===== src/rtl/plaintext_word_packer.sv =====
// Byte FIFO plus little-endian word packer behind the decryption stage.
// Words leave on a ready/valid port with a keep mask and a last flag.
module plaintext_word_packer #(
    parameter int            N       = 8,
    parameter int            DEPTH   = 8,
    parameter int            W_BYTES = 4,
    parameter logic [N-1:0]  EOL     = 8'h0A
) (
    input  logic                     clock,
    input  logic                     rst,
    input  logic [N-1:0]             din,
    input  logic                     v,
    input  logic                     flush,
    output logic [N*W_BYTES-1:0]     dout,
    output logic [W_BYTES-1:0]       dout_keep,
    output logic                     dout_last,
    output logic                     dout_valid,
    input  logic                     dout_ready,
    output logic                     overflow,
    input  logic                     clr_ovf,
    output logic [$clog2(DEPTH):0]   level
);

    localparam int AW = $clog2(DEPTH);
    localparam int LW = AW + 1;
    localparam int CW = (W_BYTES > 1) ? $clog2(W_BYTES) : 1;

    typedef enum logic {COLLECT, EMIT} state_t;

    // Handshake: a word transfers on a rising edge where dout_valid and
    // dout_ready are both high; dout/keep/last stay stable until then.

    logic [N-1:0]  mem [DEPTH];
    logic [AW:0]   wr_ptr;
    logic [AW:0]   rd_ptr;
    logic [CW-1:0] cnt;
    logic          flush_pend;
    state_t        state;

    logic          empty;
    logic          full;
    logic          pop;
    logic          push;
    logic          drop;
    logic          handshake;
    logic [N-1:0]  pop_byte;
    logic          flush_emit;
    logic          flush_done;

    assign empty     = (wr_ptr == rd_ptr);
    assign full      = (wr_ptr[AW] != rd_ptr[AW]) &&
                       (wr_ptr[AW-1:0] == rd_ptr[AW-1:0]);
    assign pop       = (state == COLLECT) && !empty;
    // A pop in the same cycle frees the slot, so a full FIFO still accepts.
    assign push      = v && (!full || pop);
    assign drop      = v && full && !pop;
    assign handshake = (state == EMIT) && dout_ready;
    assign pop_byte  = mem[rd_ptr[AW-1:0]];

    assign flush_emit = (state == COLLECT) && empty && flush_pend && (dout_keep != '0);
    assign flush_done = ((state == COLLECT) && empty && flush_pend && (dout_keep == '0)) ||
                        (handshake && dout_last);

    always_ff @(posedge clock) begin
        if (push) begin
            mem[wr_ptr[AW-1:0]] <= din;
        end
    end

    always_ff @(posedge clock) begin
        if (rst) begin
            wr_ptr     <= '0;
            rd_ptr     <= '0;
            level      <= '0;
            overflow   <= 1'b0;
            flush_pend <= 1'b0;
            state      <= COLLECT;
            cnt        <= '0;
            dout       <= '0;
            dout_keep  <= '0;
            dout_last  <= 1'b0;
            dout_valid <= 1'b0;
        end else begin
            if (push) begin
                wr_ptr <= wr_ptr + LW'(1);
            end
            if (pop) begin
                rd_ptr <= rd_ptr + LW'(1);
            end
            case ({push, pop})
                2'b10:   level <= level + LW'(1);
                2'b01:   level <= level - LW'(1);
                default: ;
            endcase

            if (drop) begin
                overflow <= 1'b1;
            end else if (clr_ovf) begin
                overflow <= 1'b0;
            end

            // A new flush pulse re-arms even when the old one retires now.
            if (flush) begin
                flush_pend <= 1'b1;
            end else if (flush_done) begin
                flush_pend <= 1'b0;
            end

            case (state)
                COLLECT: begin
                    if (pop) begin
                        dout[cnt*N +: N] <= pop_byte;
                        dout_keep[cnt]   <= 1'b1;
                        cnt              <= cnt + CW'(1);
                        if ((cnt == CW'(W_BYTES - 1)) || (pop_byte == EOL)) begin
                            state      <= EMIT;
                            dout_valid <= 1'b1;
                            dout_last  <= (pop_byte == EOL);
                        end
                    end else if (flush_emit) begin
                        state      <= EMIT;
                        dout_valid <= 1'b1;
                        dout_last  <= 1'b1;
                    end
                end
                EMIT: begin
                    if (handshake) begin
                        state      <= COLLECT;
                        dout_valid <= 1'b0;
                        dout_last  <= 1'b0;
                        dout       <= '0;
                        dout_keep  <= '0;
                        cnt        <= '0;
                    end
                end
                default: state <= COLLECT;
            endcase
        end
    end

endmodule

===== config.mk =====
export PLATFORM = sky130hd
export DESIGN_NAME = plaintext_word_packer
export DESIGN_NICKNAME = d
export VERILOG_FILES = /design/src/rtl/plaintext_word_packer.sv
export SDC_FILE = /design/constraint.sdc
export NUM_CORES = 1
export LEC_CHECK = 0
export CAP_MARGIN = 20
export CORE_MARGIN = 3
export CORE_UTILIZATION = 55
export DETAILED_ROUTE_END_ITERATION = 10
export GPL_ROUTABILITY_DRIVEN = 0
export PLACE_DENSITY_LB_ADDON = 0.15
export RECOVER_POWER = 25
export SKIP_CTS_REPAIR_TIMING = 1
export SLEW_MARGIN = 10
export SYNTH_ARGS = -nofsm -noshare
export SYNTH_HDL_FRONTEND = slang
export SYNTH_SLANG_ARGS = --single-unit

===== constraint.sdc =====
create_clock -name clock -period 6.5 [get_ports clock]
set_input_delay 0.65 -clock clock [delete_from_list [all_inputs] [get_ports clock]]
set_output_delay 0.65 -clock clock [all_outputs]
set_load 0.05 [all_outputs]

==> impl_results.md <==
- Outcome: complete, no violations
- Initial antenna violation count: 0
- Arrival time of the worst setup path: 3.24 ns
- CTS sink count: 122
- Via count: 3103
- Clock Latency Late Sink: 0.51 ns
- Power Dens Cells: 429 mW/mm^2
- Max-slew violation count: 0
- Synth Net Count: 370
- Reg clk slew, reported paths: 0.06 ns
- #FFs+latches synth: 122
- Wire per inst: 18.8 microns
- Sequential share of the synthesized area: 63.0%
- Clock H-tree levels: 4
- Area fraction of the dominant cell type after synthesis: 39.3%
- Kind of critical path: reg -> reg
- Final setup fails: 0
- Post-place setup slack: 3.67 ns
- Final WL: 9.98 mm
- Top_reg_cell synth: edfxtp_1
- Clock skew: 0.00771 ns
- HP Class: reg -> reg
- Asr flop ratio synth: 0%
- Initial core utilization: 58.1%
- Final core utilization: 72.9%
- Mapped Cells: 349
- GRT Total Usage: 21.3%
- Yosys warnings: 0
- Crit-path cells: xnor2_1 > a41o_1 > nor2_1 > xor2_1 > ha_1 > or4_1 > o31ai_1 > mux2_1
- Tcrit/Tclk final: 43.7%
- Hold path start: dout[24]$_SDFFE_PP0P_
- Antenna-violating nets left: 0
- Critical Path RT: 6.89 ns
- Final hold violation count: 0
- Rel. slew slack: 39.7%
- Number of I/O port buffers: 56
- Synth unique cells: 48
- Residual DRC: 0
- RSZ-0062 raised after global routing: no
- CTS tree: built
- Area leader, netlist: edfxtp_1
- Fin Setup TNS: 0 ns
- Worst setup EP type: register
- Reg2reg start: wr_ptr[2]$_SDFFE_PP0P_
- Max-cap viol count: 0
- Final Critical Period: 2.84 ns
- Slowest cell on crit path: a41o_1
- Via density: 5.84
- Most frequent cells in the layout: edfxtp_1, dfxtp_1, clkdlybuf4s50_1, nor2_1, a22o_1
- Area grow syn2layout: 25.5%
- Antenna Cells: 0
- Most common cell after layout, fill and taps aside: edfxtp_1
- Filler cells: 531
- # nets final: 434
- # rows: 33
- Post-synth EDFFs: 64
- Synth top area cells: edfxtp_1, dfxtp_1, mux4_2, a22o_1, nor2_1
- Largest net degree at the start of global routing: 42
- Max clock buf depth: 2
- Overflow after GRT: 0
- Leakage dissipation: 2.13 nW
- Max FO, Critical Path: 10
- First-pass GRT wire length: 16.3 mm
- FMAX: 352 MHz
- Number of global-route vias before repair: 2974
- Worst path max stage delay: 0.59 ns
- Tightest Pin Transition: 0.905 ns
- Share of layout cells above drive strength 1: 16.7%
- Peak VDD IR: 245 uV
- Cell Area, Synth: 0.00489 sq mm
- Core Region: 0.00842 sq mm
- DRT iter0 DRCs: 223
- Setup crit start kind: register
- Total iterations of the first detailed-routing run: 4
- Die width: 100 microns
- Overall power: 2.63 mW
- PnR worst setup slack: 3.66 ns
- Launch point of the worst path: wr_ptr[2]$_SDFFE_PP0P_
- Num CTS Buffers: 17
- Root Driver: clkbuf_8
- Mean Syn Cell Area: 14.0 sq um
- Die Y: 100 microns
- Die ar.: 0.0101 sq mm
- Final HPWL DP: 6.64 mm
- I/O pin count: 57
[through the flow]
stage	area [sq um]	std cells	hold slack [ns]
after floorplan	4890	349	0.457
after global placement	5550	499	0.461
after detailed placement	5550	499	0.467
after CTS	6140	531	0.479
after global routing	6140	531	0.499
final	6140	531	0.480
[synthesized netlist by cell type, drive strengths merged (2+ instances only)]
cell	n
nand2b	12
a22o	24
edfxtp	64
xnor2	5
o21ai	10
o31ai	2
nand3b	8
inv	5
o211ai	2
buf	9
nor3	6
ha	7
mux4	16
nor2	28
a21oi	14
mux2	7
nand4	3
or4	2
nor4	6
a21boi	2
o22ai	2
nor2b	8
nand3	5
dfxtp	58
nand2	16
xor2	5
clkbuf	9
mux2i	6
[final timing paths]
check                          endpoint  slack [ns]  cells after the start
setup reg to reg  level[2]$_SDFFE_PP0P_        3.66                      8
hold / removal    dout[24]$_SDFFE_PP0P_        0.48                      1
setup / recovery  level[2]$_SDFFE_PP0P_        3.66                      8
hold reg to reg   dout[24]$_SDFFE_PP0P_        0.48                      1
[cells by family (layout without fill, tap and decap cells)]
kind of cell / Yosys count / in the layout / share of synthesized area (%)
XOR/XNOR: 10 / 10 / 1.79
buffers and inverters: 23 / 100 / 2.23
adder cells (fa/ha/maj): 7 / 7 / 1.79
multiplexers: 29 / 29 / 10.4
AO/OA/AOI/OAI: 62 / 62 / 9.57
flip-flops: 122 / 122 / 63.0
AND/OR/NAND/NOR: 96 / 96 / 11.2
[sequential cells by signal, summed over array words and instances (netlist names), named ones only]
signal,count
mem,64
dout,32
dout_keep,4
level,4
rd_ptr,4
wr_ptr,4
cnt,2
dout_last,1
dout_valid,1
flush_pend,1
overflow,1
state,1
[area by class of cell]
cell class	instances	area [sq um]	share of cell area, %
clock buffer	17	414	6.75
clock inverter	15	180	2.93
inverter	5	18.8	0.306
multi-input combinational	204	1700	27.7
sequential	122	3080	50.2
tap	105	131	2.14
timing repair buffer	63	613	9.99
[per-layer routing]
metal,vias to the layer above,part of all wire (%),global-route usage (%)
met5,-,0,0
met1,1518,43,28.6
met4,0,1.4,8.39
li1,1457,-,-
met2,115,50,34.0
met3,13,5.9,4.45
[power by group]
group,switching [mW],total [mW],internal [mW]
Clock,0.368,0.930,0.562
Sequential,0.0746,0.957,0.882
Combinational,0.472,0.745,0.273
Total,0.915,2.63,1.72
[critical path: cells and delay by family (launching register included)]
family                   cells  cell delay, ns
multiplexers                 1            0.35
adder cells (fa/ha/maj)      1            0.19
flip-flops                   1            0.39
XOR/XNOR                     2            0.52
AND/OR/NAND/NOR              2            0.59
AO/OA/AOI/OAI                2            0.68
Power figures use the tool's default switching activity.
